File: src/rtl/bitonic_pkg.sv
// Shared definitions for the bitonic sorter: loader FSM states, default
// geometry and the padding sentinel used for short blocks.
package bitonic_pkg;

    localparam int KEY_W   = 4;
    localparam int BLOCK_N = 8;
    localparam int IDX_W   = $clog2(BLOCK_N);
    localparam int CW      = $clog2(BLOCK_N) + 1;

    typedef enum logic {
        FILL = 1'b0,
        PAD  = 1'b1
    } state_t;

    // All ones for ascending, zero for descending: the pad always sorts last.
    function automatic logic [KEY_W-1:0] pad_value(input logic dir);
        return {KEY_W{dir}};
    endfunction

endpackage

File: src/rtl/bitonic_loader.sv
// Input stage of the bitonic network: collects N serial keys into one block,
// padding short blocks with a direction-dependent sentinel.
module bitonic_loader #(
    parameter int DATA_WIDTH = 4,
    parameter int N          = 8,
    parameter int CW         = $clog2(N) + 1
) (
    input  logic                    clk,
    input  logic                    rst_n,
    input  logic                    ASCENDING,
    input  logic                    s_valid,
    input  logic [DATA_WIDTH-1:0]   s_data,
    input  logic                    s_last,
    output logic                    s_ready,
    output logic [N*DATA_WIDTH-1:0] x_flat,
    output logic                    x_valid,
    output logic                    x_dir,
    output logic [CW-1:0]           x_count
);
    import bitonic_pkg::*;

    localparam int             IW       = $clog2(N);
    localparam logic [IW-1:0]  LAST_IDX = IW'(N - 1);

    state_t                  state;
    state_t                  state_nx;
    logic [IW-1:0]           idx;
    logic [CW-1:0]           cnt;
    logic                    dir_r;
    logic [DATA_WIDTH-1:0]   key_buf [N];

    logic                    accept;
    logic                    wr_en;
    logic                    last_slot;
    logic                    complete;
    logic [KEY_W-1:0]        pad_pkg;
    logic [DATA_WIDTH-1:0]   wr_data;
    logic [N*DATA_WIDTH-1:0] flat_nx;

    // Single write port: real keys in FILL, sentinel in PAD.
    always_comb begin
        s_ready   = (state == FILL);
        accept    = s_valid && s_ready;
        wr_en     = accept || (state == PAD);
        last_slot = (idx == LAST_IDX);
        complete  = wr_en && last_slot;
        pad_pkg   = pad_value(dir_r);
        wr_data   = (state == PAD) ? {DATA_WIDTH{|pad_pkg}} : s_data;
    end

    always_comb begin
        state_nx = state;
        case (state)
            FILL:    if (accept && s_last && !last_slot) state_nx = PAD;
            PAD:     if (last_slot) state_nx = FILL;
            default: state_nx = FILL;
        endcase
    end

    // The presented block includes the slot being written on the completion edge.
    always_comb begin
        flat_nx = '0;
        for (int i = 0; i < N; i++) begin
            flat_nx[i*DATA_WIDTH +: DATA_WIDTH] = (IW'(i) == idx) ? wr_data : key_buf[i];
        end
    end

    always_ff @(posedge clk or negedge rst_n) begin
        if (!rst_n) state <= FILL;
        else        state <= state_nx;
    end

    always_ff @(posedge clk or negedge rst_n) begin
        if (!rst_n) begin
            idx     <= '0;
            cnt     <= '0;
            dir_r   <= 1'b0;
            x_flat  <= '0;
            x_valid <= 1'b0;
            x_dir   <= 1'b0;
            x_count <= '0;
            for (int i = 0; i < N; i++) key_buf[i] <= '0;
        end else begin
            x_valid <= complete;
            if (wr_en) begin
                key_buf[idx] <= wr_data;
                idx          <= last_slot ? '0 : idx + 1'b1;
            end
            if (accept && (idx == '0)) dir_r <= ASCENDING;
            if (accept && s_last && !last_slot) cnt <= CW'(idx) + CW'(1);
            if (complete) begin
                x_flat  <= flat_nx;
                x_dir   <= dir_r;
                x_count <= (state == PAD) ? cnt : CW'(N);
            end
        end
    end

endmodule

File: config.mk
export PLATFORM = sky130hd
export DESIGN_NAME = bitonic_loader
export DESIGN_NICKNAME = d
export VERILOG_FILES = /design/src/rtl/bitonic_pkg.sv /design/src/rtl/bitonic_loader.sv
export SDC_FILE = /design/constraint.sdc
export NUM_CORES = 1
export LEC_CHECK = 0
export ABC_CLOCK_PERIOD_IN_PS = 3200
export BUFFER_PORTS_ARGS = -buffer_cell sky130_fd_sc_hd__buf_4
export CORE_MARGIN = 5
export CORE_UTILIZATION = 26
export CTS_CLUSTER_SIZE = 25
export DETAILED_ROUTE_END_ITERATION = 8
export GPL_TIMING_DRIVEN = 1
export HOLD_SLACK_MARGIN = 0.1
export PLACE_DENSITY_LB_ADDON = 0.1
export SETUP_SLACK_MARGIN = 0.15
export SLEW_MARGIN = 20
export SYNTH_ARGS = -nofsm -noshare
export SYNTH_HDL_FRONTEND = slang
export SYNTH_SLANG_ARGS = --single-unit
File: constraint.sdc
create_clock -name clk -period 3.2 [get_ports clk]
set_input_delay 0.48 -clock clk [delete_from_list [all_inputs] [get_ports clk]]
set_output_delay 0.48 -clock clk [all_outputs]
set_load 0.05 [all_outputs]
==> results.sh <==
export IMPL_layout_cells_most_common="sky130_fd_sc_hd__dfrtp_1"
export IMPL_final_hold_slack_ns=0.172
export IMPL_regArea_um2=1880
export IMPL_max_slew_margin_rel=0.412
export IMPL_mux_share_of_post_synthesis_cell_area=0.227
export IMPL_post_synthesis_instance_area_um2=3290
export IMPL_cts_buffers_inserted=9
export IMPL_result_of_the_run="finished, final reports clean"
export IMPL_ys_flop_type="sky130_fd_sc_hd__dfrtp_1"
export IMPL_cp_data_arrival_time_ns=2.32
export IMPL_post_route_util=0.331
export IMPL_total_clock_sinks=75
export IMPL_synth_warnings=0
export IMPL_placementRows=41
export IMPL_drc_violation_count_after_routing=0
export IMPL_async_flop_share=1.00
export IMPL_insertion_delay_ns=0.33
export IMPL_grt_overflow_total=0
export IMPL_postSynthCellCount=269
export IMPL_path_delay_family="adder cells"
export IMPL_path_buf_inv=1
export IMPL_nFillCells=1307
export IMPL_chipHeight_um=122
export IMPL_final_min_period_over_clock_period=0.663
export IMPL_cts_resized=0
export IMPL_post_route_cells_drive_above_1_share=0.332
export IMPL_grt_max_degree=76
export IMPL_most_common_layout_cells="sky130_fd_sc_hd__dfrtp_1, sky130_fd_sc_hd__buf_4, sky130_fd_sc_hd__nand2_1, sky130_fd_sc_hd__mux2_2, sky130_fd_sc_hd__o21ai_0"
export IMPL_hold_buffers=0
export IMPL_totalNegativeSetupSlack_ns=0
export IMPL_cp_cell_sequence="ha_1 > ha_1 > o21ai_4 > buf_4 > o21ai_0"
export IMPL_timing_worst_setup_path_type="reg -> reg"
export IMPL_critPathRequiredTime_ns=3.40
export IMPL_gp_routability_congestion=0.689
export IMPL_min_path_type="in -> async"
export IMPL_1st_pass_router_iterations=4
export IMPL_unrepaired_setup_endpoints_after_global_routing="false"
export IMPL_setup_reg_to_reg_worst_slack_ns=1.08
export IMPL_synth_enable_flop_cells=0
export IMPL_synth_compound_gate_area_share=0.0682
export IMPL_maxClockFrequency_mhz=472
export IMPL_final_nets=324
export IMPL_critPathCaptureType="register"
export IMPL_cp_max_fo=36
export IMPL_cell_with_the_biggest_individual_delay_on_the_critical_path="sky130_fd_sc_hd__dfrtp_1"
export IMPL_design_core_area_um2=12500
export IMPL_initial_core_util=0.262
export IMPL_clk_transition_reported_paths_ns=0.06
export IMPL_timing_final_crit_period_ns=2.12
export IMPL_io_buffer_count=47
export IMPL_multi_input_area_um2=1310
export IMPL_cts_tree="built"
export IMPL_hold_viol_final=0
export IMPL_post_cts_setup_buffer_count=0
export IMPL_htreeDepth=3
export IMPL_diodes=0
export IMPL_yosysSeqAreaShare=0.571
export IMPL_tightest_slew_ns=0.879
export IMPL_area_growth_syn_to_layout_pct=26.2
export IMPL_vias=2055
export IMPL_finalWorstSetupSlack_ns=1.08
export IMPL_wl_per_cell_um=15.1
export IMPL_ant_nets=0
export IMPL_post_synthesis_share_of_cell_area_spent_on_full_adders_half_adders_and_majority_gates=0.0267
export IMPL_die_area_um2=15000
export IMPL_cts_root_buf="sky130_fd_sc_hd__clkbuf_16"
export IMPL_max_slew_violation_count=0
export IMPL_cts_path_max_buffers=2
export IMPL_place_ws_ns=1.07
export IMPL_yosys_cell_types_count=25
export IMPL_hpwl_um=4730
export IMPL_ioPinCount=48
export IMPL_r2r_cells=5
export IMPL_fp_dieW_um=122
export IMPL_setup_worst_path_start_class="register"
export IMPL_crit_reg2reg_launch="idx[0]"
export IMPL_timing_rr_end="x_flat[1]"
export IMPL_yosys_area_share_xor_xnor=0
export IMPL_max_cap_viol_count=0
export IMPL_antenna_found_initial=0
export IMPL_worst_path_most_repeated_cell="sky130_fd_sc_hd__ha_1"
export IMPL_vias_per_cell=4.24
export IMPL_route_final_wire_length_um=7330
export IMPL_number_of_global_route_vias_before_repair=2189
export IMPL_ys_ff_latch=75
export IMPL_total_routing_usage_reported_by_global_routing=0.107
export IMPL_path_depth=5
export IMPL_first_pass_grt_wire_length_um=12000
export IMPL_synth_top_family_by_area="multiplexers"
export IMPL_detail_route_iter0_violations=102
export IMPL_synthesized_area_divided_by_synthesized_cell_count_um2=12.2
export IMPL_timing_final_setup_violations=0
export IMPL_synthesis_nets=285
export IMPL_cp_max_stage_delay_ns=0.49
export IMPL_finalClockSkew_ns=0.00667
export IMPL_simple_gate_share_of_the_synthesized_area=0.0746
==> flip-flops by register name, indices dropped and copies added (netlist names) <==
signal	count
x_flat	32
key_buf	28
cnt	4
x_count	4
idx	3
dir_r	1
state	1
x_dir	1
x_valid	1
==> synth_stat cells, drive strengths merged, types with 4 or more instances <==
cell	number	area, µm²
nor3	4	25.0
dfrtp	75	1880
mux2	40	465
mux2i	28	280
nand2b	4	25.0
nand2	37	139
o21ai	34	170
inv	5	18.8
buf	12	57.6
clkbuf	8	30.0
ha	7	87.6
==> cells by family (layout without fill, tap and decap cells) <==
kind of cell	Yosys count	after routing
flops	75	75
mux	68	68
simple gates	54	54
compound gates	40	40
buf+inv	25	69
fa+ha+maj	7	7
==> worst reg2reg max path: cells and delay by family (launching register included) <==
family / cells / cell delay (ns)
fa+ha+maj: 2 / 0.59
compound gates: 2 / 0.51
flops: 1 / 0.49
buf+inv: 1 / 0.41
==> through the flow <==
stage,std cells,instance area [µm²]
2_1_floorplan,269,3290
3_5_place_dp,469,3780
5_1_grt,485,4150
6_report,485,4150
3_3_place_gp,469,3780
4_1_cts,485,4140
==> metal layers <==
layer  GRT usage  vias up  wire, µm
li1            -     1012         -
met1       0.139     1000      3440
met5           0        -         0
met3      0.0341       10       309
met2       0.167       33      3450
met4      0.0378        0       123
==> worst max path at each step <==
stage / start / endpoint / slack, ns
final: idx[0] / x_flat[1] / 1.08
after global routing: idx[0] / x_flat[2] / 0.88
after CTS: idx[0] / x_flat[1] / 1.03
after detailed placement: idx[0] / x_flat[1] / 1.07
after global placement: idx[0] / x_flat[8] / 1.11
after floorplan: idx[1] / x_count[3] / 1.43
==> cell type report <==
type | instances | share of cell area
multi-input combinational | 169 | 0.317
clock inverter | 5 | 0.0302
inverter | 5 | 0.00453
timing repair buffer | 48 | 0.0878
tap | 172 | 0.0519
sequential | 75 | 0.453
clock buffer | 11 | 0.0561
Power is left out: the tool's default activity adds up to more than one toggle a clock period on the data nets, which glitch-free logic cannot reach.
